===== config.mk =====
export PLATFORM = sky130hd
export DESIGN_NAME = sbox_keying_controller
export DESIGN_NICKNAME = d
export VERILOG_FILES = /design/src/rtl/sbox_keying_controller.sv
export SDC_FILE = /design/constraint.sdc
export NUM_CORES = 1
export LEC_CHECK = 0
export CAP_MARGIN = 10
export CORE_ASPECT_RATIO = 0.75
export CORE_MARGIN = 5
export CORE_UTILIZATION = 58
export DETAILED_ROUTE_END_ITERATION = 6
export HOLD_SLACK_MARGIN = 0.02
export PLACE_DENSITY = 0.92
export SYNTH_ARGS = -nofsm -noshare
export SYNTH_HDL_FRONTEND = slang
export SYNTH_SLANG_ARGS = --single-unit

===== constraint.sdc =====
create_clock -name clk -period 5.78 [get_ports clk]
set_input_delay 0.867 -clock clk [delete_from_list [all_inputs] [get_ports clk]]
set_output_delay 0.867 -clock clk [all_outputs]
set_load 0.02 [all_outputs]

===== src/rtl/sbox_keying_controller.sv =====
// ============================================================================
// Module  : sbox_keying_controller
// Brief   : Sequences chaos warm-up, S-box generation and S-box -> table copy.
// Revision: 1.0  initial release
// ============================================================================
`default_nettype none

module sbox_keying_controller #(
    parameter int unsigned WARMUP_ITERS   = 1000,
    parameter int unsigned TIMEOUT_CYCLES = 65536,
    parameter int unsigned CNT_W          = 17
) (
    input  logic       clk,
    input  logic       reset,
    input  logic       start,
    input  logic       abort,
    output logic       chaos_step,
    input  logic       chaos_valid,
    output logic       gen_reset,
    output logic       gen_enable_bar,
    input  logic       gen_ready,
    output logic [7:0] sbox_rd_addr,
    input  logic [7:0] sbox_rd_data,
    output logic       tbl_we,
    output logic [7:0] tbl_addr,
    output logic [7:0] tbl_wdata,
    output logic       busy,
    output logic       done,
    output logic       timeout_err
);

    typedef enum logic [2:0] {
        S_IDLE      = 3'd0,
        S_WARM_STEP = 3'd1,
        S_WARM_WAIT = 3'd2,
        S_GEN_RST   = 3'd3,
        S_GENERATE  = 3'd4,
        S_COPY      = 3'd5,
        S_DONE      = 3'd6,
        S_ERROR     = 3'd7
    } state_t;

    localparam logic [CNT_W-1:0] CNT_ONE      = CNT_W'(1);
    localparam logic [CNT_W-1:0] WARM_LAST    = CNT_W'(WARMUP_ITERS);
    localparam logic [CNT_W-1:0] TIMEOUT_LAST = CNT_W'(TIMEOUT_CYCLES - 1);
    localparam logic [CNT_W-1:0] COPY_LAST    = CNT_W'(256);

    state_t           state;
    logic [CNT_W-1:0] cnt;

    // Outputs are assigned on the transition into the state they belong to,
    // so every output is a flop that reflects the current state.
    always_ff @(posedge clk or posedge reset) begin
        if (reset) begin
            state          <= S_IDLE;
            cnt            <= '0;
            chaos_step     <= 1'b0;
            gen_reset      <= 1'b1;
            gen_enable_bar <= 1'b1;
            sbox_rd_addr   <= 8'd0;
            tbl_we         <= 1'b0;
            tbl_addr       <= 8'd0;
            tbl_wdata      <= 8'd0;
            busy           <= 1'b0;
            done           <= 1'b0;
            timeout_err    <= 1'b0;
        end else begin
            tbl_we <= 1'b0;
            done   <= 1'b0;
            if (abort && (state != S_IDLE)) begin
                state          <= S_IDLE;
                chaos_step     <= 1'b0;
                gen_reset      <= 1'b1;
                gen_enable_bar <= 1'b1;
                busy           <= 1'b0;
            end else begin
                case (state)
                    S_IDLE: begin
                        if (start) begin
                            state       <= S_WARM_STEP;
                            timeout_err <= 1'b0;
                            cnt         <= '0;
                            chaos_step  <= 1'b1;
                            gen_reset   <= 1'b0;
                            busy        <= 1'b1;
                        end
                    end
                    S_WARM_STEP: begin
                        state      <= S_WARM_WAIT;
                        chaos_step <= 1'b0;
                    end
                    S_WARM_WAIT: begin
                        if (chaos_valid) begin
                            if ((cnt + CNT_ONE) == WARM_LAST) begin
                                state     <= S_GEN_RST;
                                cnt       <= '0;
                                gen_reset <= 1'b1;
                            end else begin
                                state      <= S_WARM_STEP;
                                cnt        <= cnt + CNT_ONE;
                                chaos_step <= 1'b1;
                            end
                        end
                    end
                    S_GEN_RST: begin
                        state          <= S_GENERATE;
                        cnt            <= '0;
                        gen_reset      <= 1'b0;
                        gen_enable_bar <= 1'b0;
                        chaos_step     <= 1'b1;
                    end
                    S_GENERATE: begin
                        // ready is checked first so it wins over a same-cycle timeout
                        if (gen_ready) begin
                            state        <= S_COPY;
                            cnt          <= '0;
                            chaos_step   <= 1'b0;
                            sbox_rd_addr <= 8'd0;
                        end else if (cnt == TIMEOUT_LAST) begin
                            state          <= S_ERROR;
                            timeout_err    <= 1'b1;
                            gen_enable_bar <= 1'b1;
                            gen_reset      <= 1'b1;
                            chaos_step     <= 1'b0;
                        end else begin
                            cnt <= cnt + CNT_ONE;
                        end
                    end
                    S_COPY: begin
                        // Each cycle writes the byte addressed in the previous one;
                        // the read address parks at 255 for the final write.
                        if (cnt != COPY_LAST) begin
                            tbl_we    <= 1'b1;
                            tbl_addr  <= sbox_rd_addr;
                            tbl_wdata <= sbox_rd_data;
                            cnt       <= cnt + CNT_ONE;
                            if (sbox_rd_addr != 8'hFF) begin
                                sbox_rd_addr <= sbox_rd_addr + 8'd1;
                            end
                        end else begin
                            state          <= S_DONE;
                            done           <= 1'b1;
                            gen_enable_bar <= 1'b1;
                        end
                    end
                    S_DONE: begin
                        state     <= S_IDLE;
                        gen_reset <= 1'b1;
                        busy      <= 1'b0;
                    end
                    S_ERROR: begin
                        state <= S_IDLE;
                        busy  <= 1'b0;
                    end
                    default: begin
                        state <= S_IDLE;
                    end
                endcase
            end
        end
    end

endmodule

`default_nettype wire


Word level (Yosys, flattened, before mapping)
Cells that the tools add are included.
Cells by class
  add/subtract/negate cells: 2
  reduce and logical (&&, ||, !) cells: 20
  equal/unequal tests: 27
  muxes and demuxes: 45
  bitwise operators: 1
Operators with widths (number)
  two-way mux 17 bit: 6
  case mux 17 bit (5 select lines): 1
  two-way mux 8 bit: 3
  inequality test 3 bit (second input constant): 8
  two-way mux 1 bit: 21
  case mux 3 bit (7 select lines): 1
  two-way mux 3 bit: 6
  adder 17 x 1 -> 17 bit (second input constant): 1
  == test 17 x 10 -> 1 bit (second input constant): 1
  == test 17 x 16 -> 1 bit (second input constant): 1
  inequality test 17 x 9 -> 1 bit (second input constant): 1
  case mux 8 bit (2 select lines): 1
  AND reduction 5 bit: 3
  inequality test 2 bit (second input constant): 7
  == test 3 bit (second input constant): 4
  AND reduction 6 bit: 2
  nonzero test 6 bit: 2
  case mux 1 bit (5 select lines): 2
  adder 8 x 1 -> 8 bit (second input constant): 1
  inequality test 8 bit (second input constant): 1
  AND reduction 4 bit: 2
  == test 3 x 2 -> 1 bit (second input constant): 2
  nonzero test 3 bit: 2
  nonzero test 5 bit: 1
  other kinds (13): 15
Word-level totals
  flip-flop bits (word level): 51

Longest topological paths before layout
Gate-level depths: netlist (run 1).
  word-level depth: 6
  mapped depth: 13
  gate-level depth less buffers: 12

Least setup slack after synthesis (run 1)
Ideal clock, no wire load.
  path kind: register -> register
  start point: register cnt[0]
  end point: register state[1]
  path slack: 2.952 ns
  library setup time: 0.104 ns
  period minus slack after synthesis: 2.828 ns
  data required time: 5.676 ns
  cell stages (with the launch flop): 12
  arrival time: 2.724 ns
  cell sequence: dfrtp_1 ha_1 nand4_1 nor4_1 nand3_1 nor2_1 ha_1 or4_1 a21oi_1 or4_1 or3b_1 o311ai_1
On the way
  cells in the longest elaborated chain, start to end: 6
  elaborated cells on any way between the ends: 11
  those cells by class: add/sub: 1; eq/ne: 5; mux: 4; reduce/logical: 1
Ends and longest elaborated chain
  start, declared: RTL line 49  | logic [CNT_W-1:0] cnt;
  start signal, assigned: RTL line 100  | cnt <= cnt + CNT_ONE;
  start signal, assigned: RTL line 126  | cnt <= cnt + CNT_ONE;
  start signal, assigned: RTL line 136  | cnt <= cnt + CNT_ONE;
  adder 17 x 1 -> 17 bit: RTL line 94  | if ((cnt + CNT_ONE) == WARM_LAST) begin
  == test 17 x 10 -> 1 bit: RTL line 94
  two-way mux 2 bit: RTL line 94
  two-way mux 3 bit: RTL line 93  | if (chaos_valid) begin
  case mux 3 bit (7 select lines): RTL line 77  | case (state)
  two-way mux 3 bit: RTL line 70  | if (abort && (state != S_IDLE)) begin
  end signal, assigned: RTL line 71  | state <= S_IDLE;
  end signal, assigned: RTL line 80  | state <= S_WARM_STEP;
  end signal, assigned: RTL line 95  | state <= S_GEN_RST;
  end, declared: RTL line 48  | state_t state;
Several ways; a longest one is shown, not always the timed one. The select of a mux whose other input is x is not followed.
A chain may end at the register's enable or synchronous reset.

Worst setup path after layout (run 1)
  start point: register cnt[0]
  end point: register cnt[7]
On the way
  cells in the longest elaborated chain, start to end: 5
  elaborated cells on any way between the ends: 13
  those cells by class: add/sub: 1; eq/ne: 5; mux: 6; reduce/logical: 1
Ends and longest elaborated chain (RTL line)
  adder 17 x 1 -> 17 bit
  == test 17 x 10 -> 1 bit: 94
  two-way mux 17 bit: 94
  two-way mux 17 bit: 93
  case mux 17 bit (5 select lines): 77
Several ways; a longest one is shown, not always the timed one. The select of a mux whose other input is x is not followed.

==> qor.csv, run 1 <==
metric,value,unit
GRT overflow,0,
Crit path buffers/inverters,0,
register clock-pin slew on the reported worst setup and hold paths,90,ps
Core ar.,0.00493,sq mm
setup bufs post-CTS,0,
Clock Skews,11.9,ps
status,completed,
pwr dens,384,mW/mm^2
Final Hold Fails,0,
DIE WIDTH,92.8,microns
vias per cell,6.50,
Yosys cell types,53,
routability cong.,0.950,
Pwr Total,0.00134,W
Setup-failing EPs final,0,
die span in y,72.1,microns
Cells after Synth,355,
Worst Tran Pin Value,1050,ps
nets,401,
period utilization,65.6,%
Post-synth EDFFs,0,
CP Depth,12,
Skew-Pair Late Insertion Delay,310,ps
Max Slew Vio Count,0,
RSZ-0062 raised after global routing,no,
row count,22,
FF-to-FF End,cnt[7],
ys async rst share,100,%
WS Path Type,reg2reg,
global-route wire length before repair,12400,microns
CP endpoint,cnt[7],
CTS Buffer Depth,2,
initial antenna violation count,0,
dpl hpwl,5340,microns
Sink Count,51,
Routed WL per cell,17.2,microns
via count,2880,
placed instance area,0.00340,sq mm
1st-pass router iterations,5,
area grow syn2layout,17.4,%
All-Layer GR Usage,23.2,%
Post-DRT Antenna Nets,0,
Worst R2R Path Depth,12,
Finished Cell Area,0.00350,sq mm
vias in the first global route,2614,
"delay-heaviest family, CP",simple AND/OR/NAND/NOR gates,
setup TNS,0,ps
I/O pin count,45,
Max-Cap Viols,0,
crit-path max cell delay,700,ps
"Seq/Total Area, Yosys",42.9,%
"IR drop worst, VDD",0.000249,V
TritonCTS clock tree,yes,
critical path required time,5990,ps
initial core utilization,60.6,%
slew margin rel.,29.8,%
Min-Delay Path Class,reg2reg,
WL final,7620,microns
Root Driver,clkbuf_8,
leak pwr,1.44,nW
crit path time final,3790,ps
syn_area_per_cell,8.41,sq um
Post-Syn Nets,374,
#FFs+latches synth,51,
Max Clock Freq,264,MHz
Die Footprint,0.00669,sq mm
layout cell share with drive strength beyond 1,4.96,%
cell-by-cell trace of the critical path,ha_1 -> nand4_1 -> nor4_1 -> nand3_1 -> nor2_1 -> ha_1 -> a211oi_1 -> o21ai_0 -> nand2b_1 -> nand2b_1 -> o2111ai_1 -> o31ai_1,
R2R setup slack,1990,ps
r2r startpoint,cnt[0],
total CTS buffers,5,
Worst Setup End Kind,register,
yosys warns,0,
Worst Setup SP,cnt[0],
number of gates resized after cts,0,
CP arrival,4000,ps
DR iter-0 viols,273,
"Slowest-stage cell, CP",nand2b_1,
largest net degree at the start of global routing,52,
drt drc,0,
final core occ,71.1,%
# hold bufs at CTS,0,
dominant synthesized flop cell,dfrtp_1,
Worst Setup Start Kind,register,
number of I/O port buffers,44,
# H-tree levels,2,
largest fanout on the critical path,24,
n_diodes,0,
synthesized cell area,0.00298,sq mm
## layer usage
layer | wire length [microns] | global-route usage [%]
met1 | 3370 | 32.2
met2 | 3590 | 36.9
met3 | 564 | 3.83
met4 | 99 | 8.78
met5 | 0 | 0
## cell type report
class,count,area (sq um)
inverter,10,40.0
sequential,51,1280
clock buffer,7,76.3
timing repair buffer,44,440
tap,60,75.1
fill,372,1420
multi-input combinational,270,1560
clock inverter,1,30.0
## metrics by stage
stage	instances	hold slack (ps)	setup slack, ps
after detailed placement	435	462	2090
after global routing	443	498	1530
after CTS	443	482	2040
after global placement	435	456	2240
after floorplan	355	471	2950
final	443	477	1990
## logic make-up (layout without fill, tap and decap cells)
| group | count (synthesis) | after routing | share of synthesized area, % |
|---|---|---|---|
| AO/OA/AOI/OAI | 84 | 84 | 19.0 |
| flip-flops | 51 | 51 | 42.9 |
| multiplexers | 3 | 3 | 1.05 |
| AND/OR/NAND/NOR | 173 | 173 | 28.8 |
| buffers and inverters | 34 | 62 | 4.74 |
| adder cells (fa/ha/maj) | 6 | 6 | 2.43 |
| XOR/XNOR | 4 | 4 | 1.17 |
## registers in the layout, indices dropped and copies added, names as in the netlist, 3 cells and up
register	flops
sbox_rd_addr	8
tbl_addr	8
tbl_wdata	8
state	3
cnt	17
## worst min-delay path by stage
stage,from,endpoint,slack [ps],cells past startpoint
floorplan,cnt[16],cnt[16],470,2
global placement,tbl_wdata[7],tbl_wdata[7],460,2
detailed placement,tbl_wdata[3],tbl_wdata[3],460,2
CTS,tbl_wdata[3],tbl_wdata[3],480,2
global route,tbl_addr[4],tbl_addr[4],500,2
finish,tbl_wdata[3],tbl_wdata[3],480,2
## Yosys cell counts (2+ instances only)
cell type  number  area [sq um]
nand2_1        79           297
dfrtp_1        49          1230
nor2_1         23          86.3
o21ai_0        22           110
o31ai_1        16           120
clkbuf_1       14          52.6
nand3_1        14          70.1
a21oi_1        11          55.1
nand4_1        11          68.8
o2111ai_1      10          87.6
buf_2           9          45.0
inv_1           9          33.8
nand2b_1        7          43.8
nor3_1          6          30.0
ha_1            5          62.6
a21o_1          4          30.0
nor4_1          4          25.0
o22ai_1         4          25.0
or3_1           4          25.0
or4_1           4          30.0
a22oi_1         3          22.5
a31oi_1         3          18.8
and2_1          3          18.8
and3_1          3          18.8
dfstp_2         2          52.6
mux2i_1         2          20.0
nand4b_1        2          17.5
nor4b_1         2          17.5
o21a_1          2          15.0
or2_2           2          12.5
or3_4           2          22.5
xnor2_1         2          17.5
xor2_1          2          17.5
## worst reg2reg max path, stage by stage (launching register included)
cell and delay, ps:
dfrtp_1 470, ha_1 270, nand4_1 200, nor4_1 430
nand3_1 190, nor2_1 140, ha_1 220, a211oi_1 90
o21ai_0 230, nand2b_1 700, nand2b_1 450, o2111ai_1 180
o31ai_1 120
## power by group
| group | leakage, nW | internal (W) | switching (W) |
|---|---|---|---|
| Sequential | 0.687 | 0.000437 | 0.000103 |
| Clock | 0.0524 | 0.000130 | 0.000118 |
| Combinational | 0.699 | 0.000226 | 0.000330 |
| Total | 1.44 | 0.000793 | 0.000551 |
## cells in the final DEF (no fill, tap or decap), types with 10 or more instances in the layout
cell,n
o31ai_1,16
clkdlybuf4s50_1,44
o21ai_0,22
nand4_1,11
nor2_1,23
dfrtp_1,49
a21oi_1,11
o2111ai_1,10
nand2_1,79
nand3_1,14
No activity file was read; power rests on OpenSTA's default activity.
==> inputs of run 2 (changes only) <==
CORE_UTILIZATION = 49   (was 58)
PLACE_DENSITY = 0.83   (was 0.92)
clock period = 3.4 ns   (was 5.78 ns; I/O delays follow)
==> run 2 against run 1 <==
Design area is 2.0% higher. Clock-buffer cell count is 2 lower. Sequential power is 63% higher. First-iteration DRC count is 63% higher.
==> qor.csv, run 2 (synthesis gave the netlist of run 1 again) <==
metric,value,unit
"IR drop worst, VDD",0.000381,V
period utilization,92.2,%
1st-pass router iterations,6,
Sw Pwr,0.000940,W
Root Driver,clkbuf_8,
final setup margin,264,ps
Max Clock Freq,319,MHz
largest fanout on the critical path,8,
dpl hpwl,5330,microns
Post-DRT Antenna Nets,0,
Max-Cap Viols,0,
CTS Buffer Depth,2,
area grow syn2layout,19.8,%
die span in y,77.6,microns
initial antenna violation count,0,
WS Path Type,reg2reg,
# H-tree levels,2,
largest net degree at the start of global routing,52,
row count,24,
slew margin rel.,49.0,%
Core ar.,0.00586,sq mm
total CTS buffers,5,
TritonCTS clock tree,yes,
DR iter-0 viols,445,
vias per cell,5.84,
drt drc,0,
crit path time final,3140,ps
initial core utilization,51.0,%
Largest register FFs,17,
register with the most flip-flops,cnt,
Min Hold Slack,454,ps
Int Power,0.00131,W
DIE WIDTH,100,microns
nets,407,
number of I/O port buffers,44,
Comb power frac,45.3,%
Worst Tran Pin Value,758,ps
Clock Skews,9.23,ps
status,completed,
register clock-pin slew on the reported worst setup and hold paths,100,ps
sw frac,41.9,%
layout cell share with drive strength beyond 1,6.96,%
"commonest non-fill, non-tap cell in the layout",nand2_1,
routability cong.,0.957,
# hold bufs at CTS,0,
global-route wire length before repair,12800,microns
Worst Setup Start Kind,register,
I/O pin count,45,
Setup-failing EPs final,0,
vias in the first global route,2482,
leak pwr,1.48,nW
CP arrival,3350,ps
Clock Power Share,15.6,%
Die Footprint,0.00777,sq mm
Routed WL per cell,16.1,microns
"commonest non-fill, non-tap cells in the layout","nand2_1 (79), dfrtp_1 (49), clkdlybuf4s50_1 (44)",
Worst Setup End Kind,register,
DP Worst Slack,256,ps
WL final,7520,microns
pwr dens,628,mW/mm^2
via count,2721,
All-Layer GR Usage,20.1,%
GRT overflow,0,
Max Slew Vio Count,0,
Final Hold Fails,0,
Skew-Pair Late Insertion Delay,310,ps
critical path required time,3610,ps
Min-Delay Path Class,in2async,
n_diodes,0,
setup bufs post-CTS,0,
Pwr Total,0.00225,W
Sink Count,51,
Reg power frac,39.1,%
[run 2: path summary, 6_finish.rpt]
check | startpoint | to | slack, ps | cells after the start
setup / recovery | cnt[0] | state[1] | 260 | 11
hold / removal | reset | sbox_rd_addr[0] | 450 | 2
setup reg to reg | cnt[0] | state[1] | 260 | 11
hold reg to reg | tbl_wdata[7] | tbl_wdata[7] | 480 | 2
max in group asynchronous | reset | gen_enable_bar | 2380 | 3
min in group clk | tbl_wdata[7] | tbl_wdata[7] | 480 | 2
[run 2: metal layers]
metal | wire (microns) | GRT usage (%) | vias to the layer above
met5 | 0 | 0 | -
met4 | 27 | 4.58 | 0
met3 | 593 | 4.66 | 4
met2 | 3320 | 28.8 | 115
met1 | 3570 | 30.7 | 1256
li1 | - | - | 1346
[run 2: layout make-up]
| cell class | instances | area (sq um) |
|---|---|---|
| clock inverters | 2 | 13.8 |
| flip-flops and latches | 51 | 1280 |
| clock buffers | 5 | 68.8 |
| fillers | 515 | 2280 |
| repair buffers | 50 | 498 |
| well taps | 78 | 97.6 |
| inverters | 10 | 40.0 |
| multi-input cells | 270 | 1580 |
[run 2: timing repair]
item,4_1_cts,5_1_grt
resized for setup,0,2
hold endpoints to repair,0,0
endpoints found under the setup margin,0,14
[run 2: power by group through the flow]
stage	registers [W]	logic [W]	clock network, W
finish	0.000878	0.00102	0.000350
global route	0.000903	0.00112	0.000388
CTS	0.000876	0.00102	0.000353
detailed placement	0.000887	0.00101	0
global placement	0.000879	0.000994	0
floorplan	0.000984	0.000503	0
[run 2: worst max-delay path, stage by stage (launching register included)]
cell and delay, ps:
dfrtp_1 470, ha_1 270, nand4_1 240, nor4_4 320, nand3_1 160, nor2_1 150, ha_1 210, or4_1 120
a21oi_1 130, or4_1 520, or3b_1 360, o311ai_1 90
[run 2: metrics by stage]
stage | std cells | TNS (ps) | instance area, sq um | utilization [%]
floorplan | 355 | 0 | 2980 | -
global placement | 458 | 0 | 3460 | 59.1
detailed placement | 458 | 0 | 3460 | 59.1
CTS | 465 | 0 | 3540 | 60.5
global route | 466 | -34.0 | 3580 | 61.1
finish | 466 | 0 | 3580 | 61.1
